<file path="config.mk">
export PLATFORM = sky130hd
export DESIGN_NAME = parallel_in_flat
export DESIGN_NICKNAME = d
export VERILOG_FILES = /design/src/rtl/parallel_in_if.sv /design/src/rtl/parallel_in.sv /design/src/flat_wrapper.sv
export SDC_FILE = /design/constraint.sdc
export NUM_CORES = 1
export LEC_CHECK = 0
export BUFFER_PORTS_ARGS = -buffer_cell sky130_fd_sc_hd__buf_2
export CORE_MARGIN = 3
export CORE_UTILIZATION = 40
export CTS_BUF_LIST = sky130_fd_sc_hd__clkbuf_8
export DETAILED_ROUTE_END_ITERATION = 10
export GPL_ROUTABILITY_DRIVEN = 0
export PLACE_DENSITY = 0.65
export SETUP_SLACK_MARGIN = 0.05
export SKIP_LAST_GASP = 1
export SYNTH_ARGS = -nofsm -noshare
export SYNTH_HDL_FRONTEND = slang
export SYNTH_SLANG_ARGS = --single-unit
export TNS_END_PERCENT = 10
</file>
<file path="constraint.sdc">
create_clock -name clk -period 1.22 [get_ports clk]
set_clock_uncertainty 0.15 [all_clocks]
set_input_delay 0.122 -clock clk [delete_from_list [all_inputs] [get_ports clk]]
set_output_delay 0.122 -clock clk [all_outputs]
set_load 0.02 [all_outputs]
</file>
<file path="src/rtl/parallel_in_if.sv">
// ============================================================================
// parallel_in_if : data-memory bus view of the parallel input port
//                  (read enable, low address byte, read data back to load mux)
// Revision       : 1.0  initial release
// ============================================================================
`default_nettype none

interface parallel_in_if #(
  parameter int WIDTH = 8
);
  logic             RE;
  logic [WIDTH-1:0] Address;
  logic [WIDTH-1:0] DataOut;

  modport master (output RE, output Address, input  DataOut);
  modport slave  (input  RE, input  Address, output DataOut);
endinterface

`default_nettype wire

</file>
<file path="src/rtl/parallel_in.sv">
// ============================================================================
// parallel_in : memory-mapped parallel input port with 2-flop sync, debouncer
//               and sticky change flag.  Macro PARALLEL_IN_DEBOUNCE_EN enables
//               the debouncer; without it the synced pins commit every edge.
// Revision    : 1.0  initial release
// ============================================================================
`default_nettype none

module parallel_in #(
  parameter int               WIDTH           = 8,
  parameter logic [WIDTH-1:0] DATA_ADDR       = 8'hFE,
  parameter logic [WIDTH-1:0] STATUS_ADDR     = 8'hFD,
  parameter int               DEBOUNCE_CYCLES = 4
) (
  input  wire logic             clk,
  input  wire logic             rst,
  parallel_in_if.slave          bus,
  input  wire logic [WIDTH-1:0] PinIn,
  output logic                  Changed
);

  if (DEBOUNCE_CYCLES < 2) begin : g_cfg_check
    $error("parallel_in: DEBOUNCE_CYCLES must be at least 2");
  end

  logic [WIDTH-1:0] r_sync1;
  logic [WIDTH-1:0] r_sync2;
  logic [WIDTH-1:0] r_stable;
  logic             r_changed;
  logic             w_set;
  logic             w_clr;

  always_ff @(posedge clk) begin
    if (rst) begin
      r_sync1 <= '0;
      r_sync2 <= '0;
    end else begin
      r_sync1 <= PinIn;
      r_sync2 <= r_sync1;
    end
  end

`ifdef PARALLEL_IN_DEBOUNCE_EN
  localparam int             CW        = $clog2(DEBOUNCE_CYCLES);
  localparam logic [CW-1:0]  C_CNT_MAX = CW'(DEBOUNCE_CYCLES - 1);

  logic [WIDTH-1:0] r_cand;
  logic [CW-1:0]    r_cnt;

  // A commit needs the candidate to still match sync2 on the saturating edge.
  assign w_set = (r_sync2 == r_cand) && (r_cnt == C_CNT_MAX) && (r_stable != r_cand);

  always_ff @(posedge clk) begin
    if (rst) begin
      r_cand   <= '0;
      r_cnt    <= '0;
      r_stable <= '0;
    end else if (r_sync2 != r_cand) begin
      r_cand <= r_sync2;
      r_cnt  <= '0;
    end else if (r_cnt == C_CNT_MAX) begin
      if (w_set) begin
        r_stable <= r_cand;
      end
    end else begin
      r_cnt <= r_cnt + 1'b1;
    end
  end
`else
  assign w_set = (r_sync2 != r_stable);

  always_ff @(posedge clk) begin
    if (rst) begin
      r_stable <= '0;
    end else begin
      r_stable <= r_sync2;
    end
  end
`endif

  assign w_clr = bus.RE && (bus.Address == STATUS_ADDR);

  // Set has priority so a change landing on a status read is never lost.
  always_ff @(posedge clk) begin
    if (rst) begin
      r_changed <= 1'b0;
    end else if (w_set) begin
      r_changed <= 1'b1;
    end else if (w_clr) begin
      r_changed <= 1'b0;
    end
  end

  assign Changed = r_changed;

  always_comb begin
    bus.DataOut = '0;
    if (bus.RE && (bus.Address == DATA_ADDR)) begin
      bus.DataOut = r_stable;
    end else if (w_clr) begin
      bus.DataOut = {{(WIDTH-1){1'b0}}, r_changed};
    end
  end

endmodule

`default_nettype wire

</file>
<file path="src/flat_wrapper.sv">
// flat-port wrapper written by rule: the top's interface ports become plain ports
module parallel_in_flat 
#(
  parameter int               WIDTH           = 8,
  parameter logic [WIDTH-1:0] DATA_ADDR       = 8'hFE,
  parameter logic [WIDTH-1:0] STATUS_ADDR     = 8'hFD,
  parameter int               DEBOUNCE_CYCLES = 4
)
  (clk, rst, PinIn, Changed, bus_RE, bus_Address, bus_DataOut);
  parallel_in_if #(.WIDTH(WIDTH)) bus_i ();
  input  wire logic clk;
  input  wire logic rst;
  input  wire logic [WIDTH-1:0] PinIn;
  output logic Changed;
  input wire logic [$bits(bus_i.RE)-1:0] bus_RE;
  input wire logic [$bits(bus_i.Address)-1:0] bus_Address;
  output wire logic [$bits(bus_i.DataOut)-1:0] bus_DataOut;
  assign bus_i.RE = bus_RE;
  assign bus_i.Address = bus_Address;
  assign bus_DataOut = bus_i.DataOut;
  parallel_in #(.WIDTH(WIDTH), .DATA_ADDR(DATA_ADDR), .STATUS_ADDR(STATUS_ADDR), .DEBOUNCE_CYCLES(DEBOUNCE_CYCLES)) u_core (.clk(clk), .rst(rst), .bus(bus_i), .PinIn(PinIn), .Changed(Changed));
endmodule
</file>
[After elaboration in Yosys (flattened, before gate mapping)]
Index checks and enable logic that the tools add are counted.
Storage, ports and cells
  bits in registers: 25
  input bits: 19
  output and inout port bits: 9
  logic and storage cells: 14
Operators by class
  equality and inequality tests: 3
  mux-type cells: 4
  reduce and logical (&&, ||, !) cells: 3
Operators with widths (count)
  $eq 8x8->1 const B: 2
  $mux 8: 1
  $ne 8x8->1: 1
  $mux 1: 3
  $logic_and 1x1->1: 2
  $reduce_bool 2->1: 1

[Longest topological paths before layout]
  depth in word-level cells: 4
  mapped depth: 3
  mapped depth without buffers: 3

[Worst setup path after synthesis]
Ideal clock, no wire load.
  path kind: register to output
  from: reg u_core.r_changed (netlist: u_core.Changed)
  to: out bus_DataOut[0]
  arrival: 1.124 ns
  data required time: 0.948 ns
  path slack: -0.176 ns
  cell stages (with the launch flop): 3
  buffers on the path: 0
  path through: dfxtp_1 nand3_1 a211oi_1
Between the ends
  word-level cells in the longest chain between the ends: 2
RTL lines
  from (decl): line parallel_in.sv:29  | logic r_changed;
  from (signal assigned): line parallel_in.sv:86  | r_changed <= 1'b0;
  from (signal assigned): line parallel_in.sv:88  | r_changed <= 1'b1;
  from (signal assigned): line parallel_in.sv:90  | r_changed <= 1'b0;
  $mux 1: line parallel_in.sv:100  | end else if (w_clr) begin
  $mux 8: line parallel_in.sv:98  | if (bus.RE && (bus.Address == DATA_ADDR)) begin
  to (decl): line flat_wrapper.sv:17  | output wire logic [$bits(bus_i.DataOut)-1:0] bus_DataOut;
Every way passes these cells.

[Worst setup path in the final report]
Same ends and word-level chain as after synthesis.

==> impl_results.md <==
* Result of the run: complete, but fails checks
* Violated checks: negative setup slack
* Top cell type's share of synthesized area at 57.2%
* Starting DRC count in detailed routing at 3
* Maximum number of pins on one net before global-route repair at 21
* Final routed wire length divided by cell count at 9.28 um
* RSZ-0062 raised after global routing: true
* Crit Reg-Reg Endpoint: u_core.Changed$_SDFFE_PP0P_
* Net total in the final layout at 141
* Worst Hold Class: in -> reg
* Max Fclk at 752 MHz
* Full die area at 2780 sq um
* Count of unique library cells instantiated by Yosys at 15
* Global-route wire length before repair at ~2200 um
* Final-report hold violation count at 0
* Starting density of the core at 43.3%
* Internal power at 1160 uW
* Core Box Area at 2020 sq um
* Hold Path End: u_core.r_stable[2]$_SDFF_PP0_
* Syn avg cell area at 11.2 sq um
* Mean number of vias per cell at 4.30
* Count of warnings emitted by yosys at 0
* Crit path setup slack, layout at -109 ps
* Data arrival at the endpoint of the critical path at 1060 ps
* Standard-cell rows at 16
* Synthesis-stage register bit count at 25
* Placed inst area at 1080 sq um
* Flop pwr share at 60.1%
* Ratio of cells with drive above 1 in the final layout at 39.7%
* Final-layout fill cell count at ~180
* Critical path required time at ~950 ps
* Final core utilization at 61.4%
* Startpoint of the lowest-slack hold path: rst
* Post-Synthesis Cells at 78
* Final worst-path cycle share at 109%
* Clock tree sinks at 25
* Sequential fraction of the synthesis area at between 50% and 60%
* Smallest hold slack at between 80 and 90 ps
* Placed wire-length estimate after detailed placement at 1030 um
* GRT Total Usage at between 10 and 15%
* Syn Nets at 97
* Number of global-route vias before repair at 604
* Largest area contributor in the synthesized netlist: sky130_fd_sc_hd__dfxtp_1
* Number of nets still failing antenna checks after routing at 0
* Portion of total power attributed to combinational logic at between 9 and 10%
* CTS clock-pin slew for the worst setup and hold paths at 70 ps
* Clock latency of the later-clocked register in the worst-skew pair at 250 ps
* Switching power total at 282 uW
* Kind of cell adding the most delay to the critical path: flip-flops
* Maximum vdd ir drop at 0.754 mV
* Remaining global-route overflow at 0
* Max-Slew Margin vs Limit at approximately four fifths
* I/O pin cnt at 28
* Total setup violations reported at the end of the flow at 9
* Area of the multi-input gates at 387 sq um
* Highest cell delay on the worst timing path at 340 ps
* Port Buffer Count at 27
* Total buffers and inverters traversed by the critical path at 1
* Critical-path top delay cell: sky130_fd_sc_hd__dfxtp_2
* Switching power share of the total at 19.6%
* Total instance count after detailed placement at 134
* Number of antenna violations at the first check in global routing at 0
* Worst setup SP type: flop
* H-tree depth at 1
* DRC Markers at 0
* Count of cells along the worst hold path at 2
* Cells along the critical path: nand3_2, a211oi_4, buf_6
* Worst-case setup slack after placement at -94.2 ps
* Top area cells in the synthesized netlist: sky130_fd_sc_hd__dfxtp_1, sky130_fd_sc_hd__nor2b_1, sky130_fd_sc_hd__xor2_1, sky130_fd_sc_hd__and2_1, sky130_fd_sc_hd__and2b_2
* Via count at 637
* Final min period at 1330 ps
* Clk network pwr share at 30.1%
* Maximum buffer depth of the clock tree at 2
* Count of max-cap constraint violations at 0
* Number of buffers added by the clock tree synthesis step at 3
* Number of antenna diodes at 0
* Chip Width at 52.8 um
* Classification of the worst setup path: reg -> out
* Static Leak at about 0.0006 uW
* Total area of sequential cells at 503 sq um
* Slack of the worst reg-to-reg path at -40 ps
* Synthesis-to-finish area growth at 42.1%
* Final cell count without fillers at about 150
* Vert. Die Dim at 52.8 um
* Mapped Area at between 800 and 900 sq um
* Reg2Reg Depth at 4
* Clock tree from TritonCTS: built
* Critical path endpoint category: output port
* CTS Root Cell: sky130_fd_sc_hd__clkbuf_8
* Transition at the pin with the smallest max-transition slack at 320 ps
* Critical Path Fanout Max at 2
* Cell area power density at roughly 1200 nW/um^2
* Number of max-slew violations in the final report at 0
* Detailed Routing Iterations Pass 1 at 2
* Beginning of the worst register-to-register path: u_core.r_stable[0]$_SDFF_PP0_
* Routed WL at 1370 um
* Fin area at 1240 sq um
==> through the flow <==
step | TNS (ps) | power (uW)
global placement | -467 | 995
floorplan | 0 | 945
global route | -1090 | 1510
detailed placement | -654 | 1000
finish | -331 | 1440
CTS | -806 | 1470
==> cells by family (layout without fill, tap and decap cells) <==
group                     count (synthesis)  in the layout  synth area share (%)
and+or+nand+nor                          38             38                  30.5
DFF                                      25             25                  57.2
xor gates and xnor gates                  8              8                  8.01
buffers and inverters                     4             47                  1.72
AOI/OAI and AO/OA                         3              3                  2.58
==> power groups by stage <==
stage	sequential, uW	clock [uW]	combinational (uW)
4_1_cts	866	458	142
2_1_floorplan	886	0	58.9
5_1_grt	871	478	156
3_5_place_dp	886	0	114
3_3_place_gp	885	0	110
6_report	866	433	142
==> registers in the layout, indices dropped and copies added, names as in the netlist <==
signal and count:
u_core.Changed 1, u_core.r_stable 8, u_core.r_sync1 8, u_core.r_sync2 8
==> layer usage <==
metal	vias to the layer above	track usage (%)	share of wire [%]
li1	336	-	-
met1	278	10.6	43
met2	21	21.3	50
met3	2	2.56	6.2
met4	0	6.38	0.87
met5	-	0	0
==> worst max-delay path by stage <==
stage	cells past startpoint	from	slack, ps	endpoint
final	3	u_core.Changed$_SDFFE_PP0P_	-110	bus_DataOut[0]
after CTS	3	u_core.Changed$_SDFFE_PP0P_	-110	bus_DataOut[0]
after detailed placement	5	bus_RE	-90	bus_DataOut[1]
after floorplan	3	bus_RE	80	bus_DataOut[1]
after global placement	5	bus_RE	-70	bus_DataOut[1]
after global routing	3	u_core.Changed$_SDFFE_PP0P_	-150	bus_DataOut[0]
==> cell usage after synthesis <==
cell / count
sky130_fd_sc_hd__nand4_2: 1
sky130_fd_sc_hd__nand3_1: 3
sky130_fd_sc_hd__and2b_1: 1
sky130_fd_sc_hd__a211oi_1: 1
sky130_fd_sc_hd__and2b_2: 4
sky130_fd_sc_hd__clkbuf_1: 2
sky130_fd_sc_hd__inv_1: 2
sky130_fd_sc_hd__nor4_1: 2
sky130_fd_sc_hd__nor4_4: 1
sky130_fd_sc_hd__nor2b_1: 19
sky130_fd_sc_hd__a31oi_1: 1
sky130_fd_sc_hd__dfxtp_1: 25
sky130_fd_sc_hd__xor2_1: 8
sky130_fd_sc_hd__and2_1: 7
sky130_fd_sc_hd__o41ai_1: 1
==> final cells by class <==
type,instances,area share (%)
Sequential cell,25,40.5
Multi-Input combinational cell,49,31.1
Timing Repair Buffer,41,21.5
Clock buffer,3,3.32
Tap cell,27,2.72
Inverter,2,0.604
Clock inverter,1,0.302
==> cells in the final DEF (no fill, tap or decap), types with 3 or more instances in the layout <==
| cell type | netlist | final |
|---|---|---|
| sky130_fd_sc_hd__nand3_2 | 0 | 3 |
| sky130_fd_sc_hd__dfxtp_1 | 25 | 23 |
| sky130_fd_sc_hd__nor2b_1 | 19 | 19 |
| sky130_fd_sc_hd__and2b_2 | 4 | 4 |
| sky130_fd_sc_hd__and2_1 | 7 | 7 |
| sky130_fd_sc_hd__clkbuf_8 | 0 | 3 |
| sky130_fd_sc_hd__xor2_1 | 8 | 8 |
| sky130_fd_sc_hd__buf_4 | 0 | 6 |
| sky130_fd_sc_hd__inv_1 | 2 | 3 |
| sky130_fd_sc_hd__dlygate4sd3_1 | 0 | 8 |
| sky130_fd_sc_hd__buf_2 | 0 | 26 |
==> timing repair <==
item                                    in CTS  in global routing
gates resized for setup                      5                  1
pin swaps                                    1                  2
endpoints found under the setup margin       8                  9
buffers inserted                             2                  0
hold buffers                                 8                  0
hold endpoints to repair                     8                  0
cloned                                       0                  0
Power figures use the tool's default switching activity.
